`src/rtl/noc_host_stream_port.sv`:
```
// Host-side PCI stream port for openNocTop: formats outbound words, tracks credits,
// collects returning words into a response FIFO, and runs a host-requested drain.
module noc_host_stream_port #(
  parameter int DATA_W   = 32,
  parameter int X_W      = 4,
  parameter int Y_W      = 4,
  parameter int HOST_X   = 0,
  parameter int HOST_Y   = 0,
  parameter int MAX_OUT  = 8,
  parameter int RX_DEPTH = 8,
  parameter int CNT_W    = 4
) (
  input  logic                        clk,
  input  logic                        rst,
  input  logic                        cmd_valid,
  output logic                        cmd_ready,
  input  logic [X_W-1:0]              cmd_dst_x,
  input  logic [Y_W-1:0]              cmd_dst_y,
  input  logic [DATA_W-X_W-Y_W-1:0]   cmd_payload,
  output logic                        noc_tx_valid,
  output logic [DATA_W-1:0]           noc_tx_data,
  input  logic                        noc_tx_ready,
  input  logic                        noc_rx_valid,
  input  logic [DATA_W-1:0]           noc_rx_data,
  output logic                        noc_rx_ready,
  output logic                        rsp_valid,
  output logic [DATA_W-X_W-Y_W-1:0]   rsp_data,
  input  logic                        rsp_ready,
  input  logic                        flush_req,
  output logic                        flush_done,
  output logic [CNT_W-1:0]            outstanding,
  output logic [1:0]                  err
);

  localparam int PAY_W = DATA_W - X_W - Y_W;
  localparam int AW    = (RX_DEPTH > 1) ? $clog2(RX_DEPTH) : 1;

  typedef enum logic [1:0] {S_RUN, S_FLUSH, S_DONE} state_e;

  state_e              state_q;
  logic                flush_done_q;

  logic                tx_valid_q, tx_valid_d;
  logic [DATA_W-1:0]   tx_data_q, tx_data_d;

  logic [CNT_W-1:0]    out_q, out_d;
  logic [1:0]          err_q, err_d;

  logic [PAY_W-1:0]    mem [RX_DEPTH];
  logic [AW-1:0]       wr_ptr_q, wr_ptr_d;
  logic [AW-1:0]       rd_ptr_q, rd_ptr_d;
  logic [AW:0]         count_q, count_d;

  logic                cmd_hs;
  logic                rx_acc;
  logic                rx_hit;
  logic                push;
  logic                pop;
  logic                fifo_full;
  logic                drained;
  logic [X_W-1:0]      rx_x;
  logic [Y_W-1:0]      rx_y;
  logic [PAY_W-1:0]    rx_pay;

  assign rx_y   = noc_rx_data[DATA_W-1 -: Y_W];
  assign rx_x   = noc_rx_data[DATA_W-Y_W-1 -: X_W];
  assign rx_pay = noc_rx_data[PAY_W-1:0];

  assign fifo_full = (count_q == (AW+1)'(RX_DEPTH));
  assign rx_hit    = (rx_x == X_W'(HOST_X)) && (rx_y == Y_W'(HOST_Y));

  // Combinational readies are forced low while reset is held so every output reads 0.
  assign cmd_ready    = rst && (state_q == S_RUN) && (!tx_valid_q || noc_tx_ready)
                        && (out_q < CNT_W'(MAX_OUT));
  assign noc_rx_ready = rst && !fifo_full;

  assign cmd_hs  = cmd_valid && cmd_ready;
  assign rx_acc  = noc_rx_valid && noc_rx_ready;
  assign push    = rx_acc && rx_hit;
  assign pop     = rsp_valid && rsp_ready;
  assign drained = !tx_valid_q && (out_q == '0) && (count_q == '0);

  assign noc_tx_valid = tx_valid_q;
  assign noc_tx_data  = tx_data_q;
  assign rsp_valid    = (count_q != '0);
  assign rsp_data     = rsp_valid ? mem[rd_ptr_q] : '0;
  assign flush_done   = flush_done_q;
  assign outstanding  = out_q;
  assign err          = err_q;

  // TX output register: load on accept, hold while the NoC stalls, clear when taken.
  always_comb begin
    tx_valid_d = tx_valid_q;
    tx_data_d  = tx_data_q;
    if (cmd_hs) begin
      tx_valid_d = 1'b1;
      tx_data_d  = {cmd_dst_y, cmd_dst_x, cmd_payload};
    end else if (noc_tx_ready) begin
      tx_valid_d = 1'b0;
    end
  end

  always_ff @(posedge clk or negedge rst) begin
    if (!rst) begin
      tx_valid_q <= 1'b0;
      tx_data_q  <= '0;
    end else begin
      tx_valid_q <= tx_valid_d;
      tx_data_q  <= tx_data_d;
    end
  end

  // Credit counter: dropped returns still free a credit; an unmatched return is an error.
  always_comb begin
    out_d = out_q;
    err_d = err_q;
    if (rx_acc && !rx_hit) begin
      err_d[0] = 1'b1;
    end
    if (cmd_hs && !rx_acc) begin
      out_d = out_q + 1'b1;
    end else if (!cmd_hs && rx_acc) begin
      if (out_q == '0) begin
        err_d[1] = 1'b1;
      end else begin
        out_d = out_q - 1'b1;
      end
    end
  end

  always_ff @(posedge clk or negedge rst) begin
    if (!rst) begin
      out_q <= '0;
      err_q <= 2'b00;
    end else begin
      out_q <= out_d;
      err_q <= err_d;
    end
  end

  // Response FIFO bookkeeping; power-of-two depth lets the pointers wrap naturally.
  always_comb begin
    wr_ptr_d = wr_ptr_q;
    rd_ptr_d = rd_ptr_q;
    count_d  = count_q;
    if (push) begin
      wr_ptr_d = wr_ptr_q + 1'b1;
    end
    if (pop) begin
      rd_ptr_d = rd_ptr_q + 1'b1;
    end
    case ({push, pop})
      2'b10:   count_d = count_q + 1'b1;
      2'b01:   count_d = count_q - 1'b1;
      default: count_d = count_q;
    endcase
  end

  always_ff @(posedge clk or negedge rst) begin
    if (!rst) begin
      wr_ptr_q <= '0;
      rd_ptr_q <= '0;
      count_q  <= '0;
    end else begin
      wr_ptr_q <= wr_ptr_d;
      rd_ptr_q <= rd_ptr_d;
      count_q  <= count_d;
    end
  end

  always_ff @(posedge clk) begin
    if (push) begin
      mem[wr_ptr_q] <= rx_pay;
    end
  end

  // Drain FSM: flush_done is registered alongside the DONE state so it lasts one cycle.
  always_ff @(posedge clk or negedge rst) begin
    if (!rst) begin
      state_q      <= S_RUN;
      flush_done_q <= 1'b0;
    end else begin
      case (state_q)
        S_RUN: begin
          flush_done_q <= 1'b0;
          if (flush_req) begin
            state_q <= S_FLUSH;
          end
        end
        S_FLUSH: begin
          if (drained) begin
            state_q      <= S_DONE;
            flush_done_q <= 1'b1;
          end
        end
        S_DONE: begin
          state_q      <= S_RUN;
          flush_done_q <= 1'b0;
        end
        default: begin
          state_q      <= S_RUN;
          flush_done_q <= 1'b0;
        end
      endcase
    end
  end

endmodule

```
`config.mk`:
```
export PLATFORM = sky130hd
export DESIGN_NAME = noc_host_stream_port
export DESIGN_NICKNAME = d
export VERILOG_FILES = /design/src/rtl/noc_host_stream_port.sv
export SDC_FILE = /design/constraint.sdc
export NUM_CORES = 1
export LEC_CHECK = 0
export ABC_CLOCK_PERIOD_IN_PS = 4700
export CAP_MARGIN = 20
export CORE_MARGIN = 2
export CORE_UTILIZATION = 54
export DETAILED_ROUTE_END_ITERATION = 7
export PLACE_DENSITY = 0.79
export RECOVER_POWER = 50
export SYNTH_ARGS = -nofsm -noshare
export SYNTH_HDL_FRONTEND = slang
export SYNTH_SLANG_ARGS = --single-unit
export TNS_END_PERCENT = 10
```
`constraint.sdc`:
```
create_clock -name clk -period 4.7 [get_ports clk]
set_input_delay 0.94 -clock clk [delete_from_list [all_inputs] [get_ports clk]]
set_output_delay 0.94 -clock clk [all_outputs]
set_load 0.01 [all_outputs]
```
==> metrics.log <==
INFO  metric antenna_violating_nets_post_route = 0
INFO  metric max_cap_check_violation_count = 2
INFO  metric pwr_density_cell = 570 nW/um^2
INFO  metric finalPower = 6890 uW
INFO  metric slew-limit-headroom = -59.4%
INFO  metric commonest_non_fill_non_tap_cells_in_the_layout = sky130_fd_sc_hd__edfxtp_1, sky130_fd_sc_hd__clkdlybuf4s50_1, sky130_fd_sc_hd__dfrtp_1
INFO  metric register_area = 7070 um^2
INFO  metric largest_net_degree_at_the_start_of_global_routing = 51
INFO  metric critical_path.cell_chain = buf_4, mux4_2, mux2i_1, nor2_1, clkdlybuf4s50_1
INFO  metric crit_path_max_incr_delay = 810 ps
INFO  metric cts_hold_buffers_added = 0
INFO  metric report.final.slew_viol_count = 81
INFO  metric fmax = 252 MHz
INFO  metric die_area = 18900 um^2
INFO  metric dr.pass1.iters = 6
INFO  metric post-cts-setup-buffer-count = 0
INFO  metric yosysWarningCount = 0
INFO  metric worst_slew_pin_slew = 2390 ps
INFO  metric areaGrowthSynthToFinish = 25.6%
INFO  metric fp.dieW = 137 um
INFO  metric rsz0062_at_grt = no
INFO  metric placed_area = 11300 um^2
INFO  metric synth-edff-count = 192
INFO  metric antennaDiodeCount = 0
INFO  metric async_flop_share = 21.3%
INFO  metric final_cell_count_no_fill = 884
INFO  metric placementRows = 48
INFO  metric place_inst = 839
INFO  metric path_max_fanout = 29
INFO  metric cts_repair_resize_count = 0
INFO  metric grt_pass1_wl = 30300 um
INFO  metric number_of_nets_produced_by_synthesis = 563
INFO  metric synth.ff_latch_count = 244
INFO  metric fin_worst_hold_slack = 415 ps
INFO  metric outcome = complete, but fails checks
INFO  metric post_route_cells_drive_above_1_share = 17.8%
INFO  metric initial_core_util = 55.4%
INFO  metric max-vdd-ir-drop = 0.492 mV
INFO  metric setup_viol = 0
INFO  metric post_drt_wl_per_cell = 22.2 um
INFO  metric insertion_delay = 520 ps
INFO  metric crit_required = 3760 ps
INFO  metric detail_route.drc_violations = 0
INFO  metric min_period_over_period = 84.6%
INFO  metric synth_ff_type = sky130_fd_sc_hd__edfxtp_1
INFO  metric critPathLaunchType = flop
INFO  metric postSynthAreaPerCell = 20.0 um^2
INFO  metric clock_path_buffers = 3
INFO  metric cell_family_contributing_the_most_delay_on_the_critical_path = buffers and inverters
INFO  metric hold_path_class = primary input to async pin
INFO  metric routed-via-count = 5021
INFO  metric htree_levels = 1
INFO  metric clockRootBuffer = sky130_fd_sc_hd__clkbuf_16
INFO  metric cts_buffers = 25
INFO  metric place_congestion = 0.748
INFO  metric clkSinkCount = 244
INFO  metric layout_commonest_cell = sky130_fd_sc_hd__edfxtp_1
INFO  metric clk_transition_reported_paths = 60 ps
INFO  metric via_per_inst = 5.68
INFO  metric antenna_violations_before_repair = 0
INFO  metric drt_wl_total = 19600 um
INFO  metric cp_num_buf_inv = 2
INFO  metric seq_area_frac_synth = 73.4%
INFO  metric grt_use_total = 21.5%
INFO  metric nFillCells = 1071
INFO  metric arrival = 3030 ps
INFO  metric portBuffers = 137
INFO  metric stdcell_area = 12100 um^2
INFO  metric multi_input_comb_area = 2440 um^2
INFO  metric finalWorstPathRequiredPeriod = 3970 ps
INFO  metric hpwl = 12200 um
INFO  metric netlist_instances = 482
INFO  metric netlist_area = 9620 um^2
INFO  metric drtIter0Drc = 335
INFO  metric dieHeight = 137 um
INFO  metric violations = capacitance limit, slew limit
INFO  metric p_leak = 0.00430 uW
INFO  metric tritoncts = done
INFO  metric via_count_of_the_first_global_routing_pass = 5451
INFO  metric finalSetupTns = 0 ps
INFO  metric criticalPathCategory = flop to primary output
INFO  metric gr-total-overflow = 0
INFO  metric boundaryPins = 138
INFO  metric skew = 12.4 ps
INFO  metric hold_vio_cnt_final = 0
INFO  metric crit_path_end_kind = primary output
INFO  metric synthDistinctLibCells = 43
INFO  metric final_nets = 722
INFO  metric cpMaxStageDelayCell = sky130_fd_sc_hd__dfrtp_4
INFO  metric core = 17400 um^2
-- routing by layer --
layer,vias up,share of wire [%],global-route usage (%)
met5,-,0,0
met4,0,2.6,6.87
met3,41,5.8,3.35
met2,180,51,37.6
met1,2573,40,28.1
li1,2227,-,-
-- where the power goes --
group          internal [uW]  switching (uW)  leakage [uW]  total (uW)
clock                   1140             776      0.000390        1910
combinational           1290             933       0.00154        2220
sequential              2530             223       0.00236        2760
-- state kept, by name, indices dropped and copies added (netlist names) --
register,count
noc_tx_data,32
wr_ptr_q,3
mem,192
flush_done,1
err,2
rd_ptr_q,3
noc_tx_valid,1
outstanding,4
count_q,4
state_q,2
-- per-stage QoR --
step | setup WS [ps] | util [%]
CTS | 655 | 69.8
floorplan | 908 | -
finish | 725 | 69.7
global route | 557 | 69.7
global placement | 1250 | 65.2
detailed placement | 1130 | 65.2
-- path summary, 6_finish.rpt --
check                                        endpoint                      from  slack, ps  cells after the start
min                          noc_tx_valid$_DFFE_PN0P_                       rst        420                      1
min reg2reg                        err[1]$_DFFE_PN0P_        err[1]$_DFFE_PN0P_        470                      1
min in group clk                   err[1]$_DFFE_PN0P_        err[1]$_DFFE_PN0P_        470                      1
max reg2reg                outstanding[1]$_DFFE_PN0P_  noc_tx_valid$_DFFE_PN0P_       1410                      7
max in group asynchronous     rd_ptr_q[0]$_DFFE_PN0P_                       rst       1320                      2
max                                      rsp_data[12]   rd_ptr_q[0]$_DFFE_PN0P_        730                      5
-- logic make-up after synthesis --
logic type,count (synthesis),share of synthesized area [%]
flip-flops,244,73.4
multiplexers,108,18.0
AND/OR/NAND/NOR,71,4.08
buffers and inverters,26,1.30
XOR/XNOR,12,1.09
AO/OA/AOI/OAI,11,0.728
adder cells (fa/ha/maj),10,1.38
-- cells in the mapped netlist (3+ instances only) --
master	instances	area share (%)
sky130_fd_sc_hd__a21oi_1	3	0.16
sky130_fd_sc_hd__nor3_1	3	0.16
sky130_fd_sc_hd__mux4_2	48	11
sky130_fd_sc_hd__nor2_1	36	1.4
sky130_fd_sc_hd__buf_2	10	0.52
sky130_fd_sc_hd__xor2_1	7	0.64
sky130_fd_sc_hd__inv_1	3	0.12
sky130_fd_sc_hd__mux2i_1	24	2.5
sky130_fd_sc_hd__edfxtp_1	192	60
sky130_fd_sc_hd__nor4_1	3	0.20
sky130_fd_sc_hd__nand2b_1	5	0.33
sky130_fd_sc_hd__dfrtp_1	52	14
sky130_fd_sc_hd__ha_1	9	1.2
sky130_fd_sc_hd__xnor2_1	5	0.46
sky130_fd_sc_hd__nor2b_1	3	0.20
sky130_fd_sc_hd__nand2_1	7	0.27
sky130_fd_sc_hd__clkbuf_1	7	0.27
sky130_fd_sc_hd__mux2_1	34	4.0
-- worst reg2reg max path, stage by stage (launching register included) --
cell and delay, ps:
sky130_fd_sc_hd__dfrtp_1 390, sky130_fd_sc_hd__nor2b_1 210, sky130_fd_sc_hd__nor4_1 110, sky130_fd_sc_hd__nand2_2 90, sky130_fd_sc_hd__clkbuf_1 1330, sky130_fd_sc_hd__ha_1 490
sky130_fd_sc_hd__nor2_1 210, sky130_fd_sc_hd__mux2_1 340
-- final cells by class --
class / instances / area share, %
clock buffers: 28 / 5.27
multi-input cells: 212 / 20.2
well taps: 225 / 2.33
flip-flops and latches: 244 / 58.5
clock inverters: 17 / 1.34
inverters: 5 / 0.155
repair buffers: 153 / 12.2
No activity file was read; power rests on OpenSTA's default activity.
